--- config.mk ---
export PLATFORM = sky130hd
export DESIGN_NAME = wrr4_req_disp
export DESIGN_NICKNAME = d
export VERILOG_FILES = /design/src/rtl/wrr4_pkg.sv /design/src/rtl/wrr4_pend_cnt.sv /design/src/rtl/wrr4_req_disp.sv
export SDC_FILE = /design/constraint.sdc
export NUM_CORES = 1
export LEC_CHECK = 0
export CAP_MARGIN = 10
export CORE_MARGIN = 4
export CORE_UTILIZATION = 54
export DETAILED_ROUTE_END_ITERATION = 8
export PLACE_DENSITY = 0.79
export SETUP_SLACK_MARGIN = 0.15
export SLEW_MARGIN = 40
export SYNTH_ARGS = -nofsm -noshare
export SYNTH_HDL_FRONTEND = slang
export SYNTH_SLANG_ARGS = --single-unit
--- constraint.sdc ---
create_clock -name clk -period 4 [get_ports clk]
set_input_delay 0.6 -clock clk [delete_from_list [all_inputs] [get_ports clk]]
set_output_delay 0.6 -clock clk [all_outputs]
set_load 0.005 [all_outputs]
--- src/rtl/wrr4_pkg.sv ---
// Shared types and PMTU helpers for the WRR4 requester/dispatcher.
package wrr4_pkg;

  typedef enum logic [1:0] {IDLE, REQ, WAIT, SEND} state_t;

  localparam logic [2:0] MTU_256  = 3'd0;
  localparam logic [2:0] MTU_512  = 3'd1;
  localparam logic [2:0] MTU_1024 = 3'd2;
  localparam logic [2:0] MTU_2048 = 3'd3;
  localparam logic [2:0] MTU_4096 = 3'd4;
  localparam logic [2:0] MAX_CODE = MTU_4096;

  function automatic logic [2:0] clamp_code(input logic [2:0] code);
    return (code > MAX_CODE) ? MAX_CODE : code;
  endfunction

  function automatic logic [4:0] mtu2wt(input logic [2:0] code);
    return 5'd16 >> clamp_code(code);
  endfunction

  // Packet bytes are 256 << code; beat_bytes is an elaboration constant.
  function automatic logic [6:0] mtu2beats(input logic [2:0] code, input int beat_bytes);
    int bytes;
    bytes = 256 << clamp_code(code);
    return 7'(bytes / beat_bytes);
  endfunction

endpackage

--- src/rtl/wrr4_pend_cnt.sv ---
// Saturating pending-packet counter with a sticky overflow flag.
module wrr4_pend_cnt #(
  parameter int W = 8
) (
  input  logic         clk,
  input  logic         rst,
  input  logic         inc_i,
  input  logic         dec_i,
  output logic [W-1:0] cnt_o,
  output logic         ovf_o
);

  logic [W-1:0] cnt_q, cnt_d;
  logic         ovf_q, ovf_d;

  always_comb begin
    cnt_d = cnt_q;
    ovf_d = ovf_q;
    if (inc_i && !dec_i) begin
      if (cnt_q == '1) ovf_d = 1'b1;
      else             cnt_d = cnt_q + W'(1);
    end else if (dec_i && !inc_i && (cnt_q != '0)) begin
      cnt_d = cnt_q - W'(1);
    end
  end

  always_ff @(posedge clk) begin
    if (rst) begin
      cnt_q <= '0;
      ovf_q <= 1'b0;
    end else begin
      cnt_q <= cnt_d;
      ovf_q <= ovf_d;
    end
  end

  assign cnt_o = cnt_q;
  assign ovf_o = ovf_q;

endmodule

--- src/rtl/wrr4_req_disp.sv ---
// Requester side of the 4-way WRR handshake: advertises pending channels with
// PMTU-derived weights, then streams the granted channel's packet beat by beat.
module wrr4_req_disp
  import wrr4_pkg::*;
#(
  parameter int BEAT_BYTES  = 64,
  parameter int PEND_W      = 8,
  parameter int CNT_W       = 32,
  parameter int GNT_TIMEOUT = 16
) (
  input  logic             clk,
  input  logic             rst,
  input  logic [3:0]       pkt_push,
  input  logic [2:0]       mtu0,
  input  logic [2:0]       mtu1,
  input  logic [2:0]       mtu2,
  input  logic [2:0]       mtu3,
  output logic             req_val,
  output logic             req0,
  output logic             req1,
  output logic             req2,
  output logic             req3,
  output logic [4:0]       wt0,
  output logic [4:0]       wt1,
  output logic [4:0]       wt2,
  output logic [4:0]       wt3,
  input  logic             gnt_val,
  input  logic             gnt0,
  input  logic             gnt1,
  input  logic             gnt2,
  input  logic             gnt3,
  output logic             gnt_busy,
  output logic             tx_val,
  input  logic             tx_rdy,
  output logic [1:0]       tx_ch,
  output logic             tx_sop,
  output logic             tx_eop,
  output logic             gnt_err,
  output logic [3:0]       pend_ovf,
  output logic [CNT_W-1:0] gnt_cnt0,
  output logic [CNT_W-1:0] gnt_cnt1,
  output logic [CNT_W-1:0] gnt_cnt2,
  output logic [CNT_W-1:0] gnt_cnt3
);

  localparam int TMR_W = $clog2(GNT_TIMEOUT) + 1;

  state_t           state_q;
  logic [3:0]       req_mask_q;
  logic [1:0]       ch_q;
  logic [6:0]       nbeats_q;
  logic [6:0]       beat_q;
  logic [TMR_W-1:0] timer_q;
  logic             gnt_err_q;

  logic [2:0]        mtu [4];
  logic [PEND_W-1:0] pend [4];
  logic [4:0]        wt [4];
  logic [3:0]        pend_nz;
  logic [3:0]        dec;
  logic [3:0]        gnt_vec;
  logic [1:0]        gnt_idx;
  logic              gnt_onehot, gnt_legal, sending, last_beat, eop_hs;

  assign mtu[0]    = mtu0;
  assign mtu[1]    = mtu1;
  assign mtu[2]    = mtu2;
  assign mtu[3]    = mtu3;
  assign gnt_vec   = {gnt3, gnt2, gnt1, gnt0};
  assign sending   = (state_q == SEND);
  assign last_beat = (beat_q == nbeats_q - 7'd1);
  assign eop_hs    = sending && last_beat && tx_rdy;

  generate
    for (genvar gi = 0; gi < 4; gi++) begin : g_ch
      logic [CNT_W-1:0] cnt_q;

      assign dec[gi] = eop_hs && (ch_q == 2'(gi));

      wrr4_pend_cnt #(.W(PEND_W)) u_pend (
        .clk   (clk),
        .rst   (rst),
        .inc_i (pkt_push[gi]),
        .dec_i (dec[gi]),
        .cnt_o (pend[gi]),
        .ovf_o (pend_ovf[gi])
      );

      assign pend_nz[gi] = (pend[gi] != '0);
      assign wt[gi]      = (state_q == REQ) ? mtu2wt(mtu[gi]) : 5'd0;

      always_ff @(posedge clk) begin
        if (rst)          cnt_q <= '0;
        else if (dec[gi]) cnt_q <= cnt_q + CNT_W'(1);
      end
    end
  endgenerate

  always_comb begin
    gnt_idx = 2'd0;
    for (int i = 0; i < 4; i++) begin
      if (gnt_vec[i]) gnt_idx = 2'(i);
    end
  end

  // A grant is only honoured for a channel advertised in the most recent REQ.
  assign gnt_onehot = (gnt_vec != 4'd0) && ((gnt_vec & (gnt_vec - 4'd1)) == 4'd0);
  assign gnt_legal  = gnt_onehot && ((gnt_vec & req_mask_q) != 4'd0);

  always_ff @(posedge clk) begin
    if (rst) begin
      state_q    <= IDLE;
      req_mask_q <= '0;
      ch_q       <= '0;
      nbeats_q   <= '0;
      beat_q     <= '0;
      timer_q    <= '0;
      gnt_err_q  <= 1'b0;
    end else begin
      case (state_q)
        IDLE: if (|pend_nz) state_q <= REQ;
        REQ: begin
          req_mask_q <= pend_nz;
          timer_q    <= '0;
          state_q    <= WAIT;
        end
        WAIT: begin
          if (gnt_val) begin
            if (gnt_legal) begin
              ch_q     <= gnt_idx;
              nbeats_q <= mtu2beats(mtu[gnt_idx], BEAT_BYTES);
              beat_q   <= '0;
              state_q  <= SEND;
            end else begin
              gnt_err_q <= 1'b1;
              state_q   <= IDLE;
            end
          end else if (timer_q == TMR_W'(GNT_TIMEOUT - 1)) begin
            state_q <= IDLE;
          end else begin
            timer_q <= timer_q + TMR_W'(1);
          end
        end
        SEND: begin
          if (tx_rdy) begin
            if (last_beat) state_q <= IDLE;
            else           beat_q  <= beat_q + 7'd1;
          end
        end
        default: state_q <= IDLE;
      endcase
      // Stray grants outside WAIT are flagged but never disturb the sequence.
      if (gnt_val && (state_q != WAIT)) gnt_err_q <= 1'b1;
    end
  end

  assign req_val  = (state_q == REQ);
  assign {req3, req2, req1, req0} = req_val ? pend_nz : 4'd0;
  assign wt0      = wt[0];
  assign wt1      = wt[1];
  assign wt2      = wt[2];
  assign wt3      = wt[3];
  assign gnt_busy = sending;
  assign tx_val   = sending;
  assign tx_ch    = sending ? ch_q : 2'd0;
  assign tx_sop   = sending && (beat_q == 7'd0);
  assign tx_eop   = sending && last_beat;
  assign gnt_err  = gnt_err_q;
  assign gnt_cnt0 = g_ch[0].cnt_q;
  assign gnt_cnt1 = g_ch[1].cnt_q;
  assign gnt_cnt2 = g_ch[2].cnt_q;
  assign gnt_cnt3 = g_ch[3].cnt_q;

endmodule

* After elaboration in Yosys (flattened, before gate mapping)
Index checks and enable logic that the tools add are counted.
** Word-level totals
- Input port bits :: 24
- Bits in registers :: 192
** Operators by class
- Order comparisons :: 6
- Bitwise gates (word level) :: 4
- Equality and inequality tests :: 27
- Reduce and logical (&&, ||, !) cells :: 63
- Shift-type cells :: 5
- Muxes and demuxes :: 48
- $add $sub $neg :: 17
** Operator list (number)
- $add 32x1->32 const B :: 4
- $mux 8 :: 12
- $add 8x1->8 const B :: 4
- $eq 8x8->1 const B :: 4
- $reduce_bool 8->1 :: 4
- $shl 9x3->32 const A :: 1
- $sub 8x1->8 const B :: 4
- $mux 5 :: 6
- $mux 7 :: 4
- $ne 2x2->1 const B :: 12
- $logic_and 1x1->1 :: 22
- $mux 3 :: 7
- $shr 5x3->5 const A :: 4
- $mux 2 :: 9
- $reduce_and 2->1 :: 8
- $reduce_bool 2->1 :: 8
- $gt 3x3->1 const B :: 5
- $pmux 7 s2 :: 1
- $pmux 5 s2 :: 1
- $reduce_and 3->1 :: 3
- $and 4x4->4 :: 2
- $eq 2x2->1 const B :: 4
- $logic_not 1->1 :: 8
- $pmux 2 s4 :: 1
- 24 further kinds :: 32

* Logic depth before layout (Yosys ltp)
- Depth after elaboration :: 13
- Gate-level depth with buffers :: 17

* Modules after synthesis
From an unflattened synthesis, not the netlist that was laid out.
** Second synthesis, totals
- Cells, all modules :: 1242
- Area total of the unflattened synthesis :: 10178.5 µm²
** By module, submodules not included
- wrr4_req_disp :: sequential area each 3083.0 µm², instances 1, cells an instance 938, area an instance 7606.0 µm²
- wrr4_pend_cnt (g_ch[1].u_pend ...) :: sequential area each 180.2 µm², instances 3, cells an instance 76, area an instance 641.9 µm²
- wrr4_pend_cnt (g_ch[0].u_pend) :: sequential area each 180.2 µm², instances 1, cells an instance 76, area an instance 646.9 µm²

* Least setup slack after synthesis
No wires, ideal clock.
- Path kind :: flip-flop to flip-flop
- Start :: reg nbeats_q[2]
- End :: reg g_ch[0].u_pend.cnt_q[7]
- Library setup time :: 0.121 ns
- Stages on the path, launching flop included :: 16
- Path buffers :: 2
- Arrival :: 3.307 ns
- Required time :: 3.879 ns
- Setup slack :: 0.572 ns
- Path through :: dfxtp_1 > inv_1 > ha_1 > nand2b_1 > o211a_1 > o31ai_1 > buf_2 > buf_1 > nand3_1 > nand2_1 > ha_1 > or2_2 > a21oi_1 > a21oi_1 > mux2i_1 > mux2_2
** Between the ends
- Word-level cells in the longest chain between the ends :: 9
** RTL lines
- from (decl) :: line wrr4_req_disp.sv:51 : logic [6:0] nbeats_q;
- from (signal assigned) :: line wrr4_req_disp.sv:131 : nbeats_q <= mtu2beats(mtu[gnt_idx], BEAT_BYTES);
- $sub 7x1->7 * :: line wrr4_req_disp.sv:71 : assign last_beat = (beat_q == nbeats_q - 7'd1);
- $eq 7x7->1 * :: line wrr4_req_disp.sv:71
- $logic_and 1x1->1 * (2 in series) :: line wrr4_req_disp.sv:72 : assign eop_hs = sending && last_beat && tx_rdy;
- $logic_and 1x1->1 * :: line wrr4_req_disp.sv:78 : assign dec[gi] = eop_hs && (ch_q == 2'(gi));
- $logic_not 1->1 / $logic_and 1x1->1 (equally long branches) :: line wrr4_pend_cnt.sv:19, wrr4_pend_cnt.sv:22
- $logic_and 1x1->1, on equally long branches :: line wrr4_pend_cnt.sv:19, wrr4_pend_cnt.sv:22
- $ne 2x2->1 (no source line) / $reduce_bool 2->1 (equally long branches)
- $reduce_and 2->1 (no source line)
- to (signal assigned) :: line wrr4_pend_cnt.sv:32 : cnt_q <= cnt_d;
- to (decl) :: line wrr4_pend_cnt.sv:13 : logic [W-1:0] cnt_q, cnt_d;
Every way passes the cells marked *; elsewhere a longest branch is shown, timed or not.
A chain may end at the register's enable or synchronous reset.

* Final worst setup path
- Start :: reg nbeats_q[2]
- End :: reg g_ch[1].u_pend.cnt_q[7]
** Between the ends
- Word-level cells in the longest chain between the ends :: 9
** RTL lines (line)
- $sub 7x1->7 * :: wrr4_req_disp.sv:71
- $eq 7x7->1 * :: wrr4_req_disp.sv:71
- $logic_and 1x1->1 * (2 in series) :: wrr4_req_disp.sv:72
- $logic_and 1x1->1 * :: wrr4_req_disp.sv:78
- $logic_not 1->1 / $logic_and 1x1->1 (equally long branches) :: wrr4_pend_cnt.sv:19, wrr4_pend_cnt.sv:22
- $logic_and 1x1->1, on equally long branches :: wrr4_pend_cnt.sv:19, wrr4_pend_cnt.sv:22
- $ne 2x2->1 (no source line) / $reduce_bool 2->1 (equally long branches)
- $reduce_and 2->1 (no source line)
- to (signal assigned) :: wrr4_pend_cnt.sv:32
- to (decl) :: wrr4_pend_cnt.sv:13
Marked as above.

==> key figures <==
Run status
  • Status: finished clean

Critical path
  • Critical path type: reg2reg
  • Reg-to-reg startpoint: nbeats_q[2]
  • R2R setup slack: 0.41 ns
  • Startpoint Class: flip-flop
  • Crit. End Element: flip-flop
  • FF-to-FF path depth: 14
  • Worst EP required: 4.32 ns
  • CP max FO: 9
  • FF-to-FF End: g_ch[1].u_pend.cnt_o[7]
  • CP arrival: slightly below 4 ns

Logic synthesis
  • Post-Synthesis Cells: 1384
  • EDFF count, synth: 0
  • Post-synth top area share: 34.2%
  • Post-synth ARST share: 0%
  • Yosys warning total: 0
  • #FFs+latches synth: between 150 and 200
  • Synthesized Nets: 1455
  • Largest area contributor in the netlist: dfxtp_1
  • Synth Area per Inst: approximately 8 um2
  • Number of library cell types mapped by synthesis: 67
  • Main synth FF type: dfxtp_1
  • Cell Area, Synth: ~11000 um2
  • Register area share after synthesis: between 30% and 40%
  • Synth area leaders: dfxtp_1 (34%), nor2_1 (5.8%), mux2_2 (5.3%)

STA
  • Fin Setup TNS: 0 ns
  • Tightest Pin Transition: ~0.8 ns
  • Layout Skew: approximately 0.014 ns
  • Final Setup Violations: 0
  • Highest attainable clock frequency: around 280 MHz
  • Headroom to the max-slew limit: 46.8%
  • Period utilization: approximately nine tenths
  • Fin. max-slew vios: 0
  • RSZ-0062 raised after global routing: false
  • Crit path time final: 3.59 ns
  • Hold Fails Final Rpt: 0

Clock network
  • H-tree Lvls: 4
  • Total clock sinks: 190
  • Hold buffer count at CTS: 0
  • CTS buffer count: 17
  • # Post-CTS Setup Buffers: 0
  • CTS tree: built
  • CTS root buf: clkbuf_16
  • Worst-skew pair later-pin latency: ~0.43 ns
  • Clock Path Buffers: 2
  • Clock transition at the registers of the reported paths: about 0.070 ns

Min path
  • Worst Hold Depth: 2
  • Hold path startpoint: g_ch[0].u_pend.ovf_o
  • WHS Endpoint: g_ch[0].u_pend.ovf_o
  • Worst hold path class: reg2reg

Pwr
  • Total power: 4330 uW
  • Part of the power in registers: about 46%
  • Clock power share: between 30% and 40%
  • Internal Power: 3180 uW
  • Sw Pwr: approximately 1200 uW
  • Switching share of power: 26.7%
  • Leakage power: 0.00512 uW
  • VDD IR-drop max: 0.000281 V
  • Power Density: ~320 nW/um2
  • Comb power frac: 14.3%

Cells and area
  • Growth of design area from synthesis to finish: 23.7%
  • Most frequent cells in the layout: dfxtp_1 (190), clkdlybuf4s50_1 (186), nor2_1 (171)
  • # fillers: around 1700
  • ANT cells: 0
  • Multi-input gate area: 6840 um2
  • NumNets Final: about 1600
  • Finished Cell Area: 13700 um2
  • Reg area: 3800 um2
  • Final non-filler cell total: around 1800
  • Commonest non-fill, non-tap cell in the layout: dfxtp_1
  • Fraction of layout cells with a size suffix above 1: under 10%

Floorplan
  • IO Pins: 188
  • Die Ht: 151 um
  • Die width: between 150 and 200 um
  • Starting Density: 54.9%
  • Die footprint: ~23000 um2
  • # rows: 52
  • Core area: a little over 20000 um2

Drt
  • Final ANT Viol Nets: 0
  • DRT Pass-1 Iters: 5
  • Highest metal used: met4
  • Iter 0 DRT Violations: ~660
  • DR vias/cell: roughly 5.7
  • Final WL: roughly 29000 um
  • Routed len/inst: approximately 16 um
  • DRC viols: 0
  • WL met3: 1870 um
  • Metal2 WL: approximately 14000 um
  • Via count: about 10000
  • Met1 WL: ~13000 um

Placement
  • RePlAce Congestion: 0.901
  • Placed Cells: roughly 1800
  • DP Area: approximately 13000 um2
  • IO Port Bufs: roughly 190
  • DP HPWL: 21000 um

GRT
  • First-pass GRT wire length: around 47000 um
  • Total Routing Usage GR: between 20% and 30%
  • Total congestion overflow: 0
  • Vias in the first global route: a little under 10000
  • Largest net degree at the start of global routing: ~130
  • Initial antenna violation count: 0

Run
  • Max-Cap Viols: 0
[cell usage after synthesis, drive strengths merged, types with 2 or more instances]
| cell type | count |
|---|---|
| a21o | 9 |
| a311oi | 4 |
| mux2 | 53 |
| o21bai | 2 |
| a21oi | 46 |
| or4 | 34 |
| and2 | 13 |
| a211oi | 7 |
| and4 | 5 |
| o31ai | 8 |
| or2 | 3 |
| a22o | 2 |
| a31oi | 5 |
| fa | 4 |
| or3 | 14 |
| nor4 | 29 |
| o31a | 2 |
| xnor2 | 44 |
| ha | 43 |
| o21a | 11 |
| nand2b | 11 |
| o21ai | 57 |
| nand2 | 123 |
| nor3b | 13 |
| and3 | 32 |
| nor4b | 7 |
| clkbuf | 53 |
| a21boi | 6 |
| mux2i | 8 |
| nor2b | 82 |
| nor3 | 75 |
| a31o | 3 |
| nand3 | 61 |
| a22oi | 7 |
| nand4b | 11 |
| o211ai | 2 |
| o41ai | 6 |
| dfxtp | 190 |
| inv | 39 |
| nand4 | 39 |
| buf | 20 |
| and3b | 4 |
| nor2 | 171 |
| xor2 | 18 |
[metal layers]
| layer | GRT usage [%] | vias to the layer above |
|---|---|---|
| met5 | 0 | - |
| met4 | 5.98 | 0 |
| met3 | 6.52 | 35 |
| met2 | 41.7 | 242 |
| met1 | 31.2 | 4947 |
| li1 | - | 5224 |
[cells by family (layout without fill, tap and decap cells)]
kind of cell	count (synthesis)	after routing	synth area share [%]
AO/OA/AOI/OAI	184	184	10.4
XOR/XNOR	62	62	4.89
adder cells (fa/ha/maj)	47	47	5.57
buffers and inverters	112	276	4.26
flip-flops	190	190	34.2
multiplexers	61	61	6.10
AND/OR/NAND/NOR	728	728	34.5
[registers in the layout, summed over array words and instances (netlist names)]
register and cells:
gnt_cnt3 32, ch_q 2, state_q 2, gnt_cnt2 32, req_mask_q 4, gnt_err 1, g_ch.u_pend.ovf_o 4, beat_q 7
timer_q 5, nbeats_q 5, gnt_cnt0 32, gnt_cnt1 32, g_ch.u_pend.cnt_o 32
[cell type report]
cell class,count,share of cell area (%)
Clock buffer,20,3.25
Clock inverter,11,0.984
Inverter,39,1.07
Multi-Input combinational cell,1082,49.8
Sequential cell,190,27.7
Tap cell,270,2.46
Timing Repair Buffer,206,14.8
[worst max-delay path: stages (launching register included)]
cell      delay (ns)
dfxtp_1         0.40
inv_1           0.06
ha_1            0.30
xnor2_1         0.16
nor3_4          0.35
and3_1          0.32
nand2_1         0.11
nand2_2         0.20
ha_1            0.25
nand3_1         0.10
o211ai_1        0.30
nor4_1          0.08
nor3_1          0.27
mux2i_1         0.23
mux2_2          0.35
[worst max path at each step]
stage / start / to / slack (ns) / depth (start not counted)
2_1_floorplan: nbeats_q[2] / g_ch[0].u_pend.cnt_o[7] / 0.57 / 15
3_3_place_gp: tx_rdy / g_ch[1].u_pend.cnt_o[7] / 0.31 / 13
3_5_place_dp: tx_rdy / g_ch[1].u_pend.cnt_o[7] / 0.12 / 13
4_1_cts: nbeats_q[2] / g_ch[1].u_pend.cnt_o[7] / 0.32 / 14
5_1_grt: nbeats_q[2] / g_ch[1].u_pend.cnt_o[7] / 0.16 / 14
6_report: nbeats_q[2] / g_ch[1].u_pend.cnt_o[7] / 0.41 / 14
[power groups by stage]
| stage | combinational [uW] | sequential [uW] | clock (uW) |
|---|---|---|---|
| 2_1_floorplan | 444 | 2030 | 0 |
| 4_1_cts | 620 | 2010 | 1730 |
| 5_1_grt | 692 | 2020 | 1810 |
| 3_3_place_gp | 598 | 2050 | 0 |
| 3_5_place_dp | 617 | 2050 | 0 |
| 6_report | 620 | 2010 | 1700 |
[per-stage QoR]
step                setup slack, ns  hold WS [ns]  utilization [%]
finish                        0.408         0.470             67.9
global route                  0.162         0.510             67.9
CTS                           0.320         0.479             67.9
detailed placement            0.117         0.463             65.0
global placement              0.310         0.451             65.0
floorplan                     0.572         0.438                -
[timing repair]
item	CTS	global route
setup endpoints to repair	0	1
hold endpoints to repair	0	0
resized for setup	0	1
Note: power is estimated with default switching activity, not from simulation.
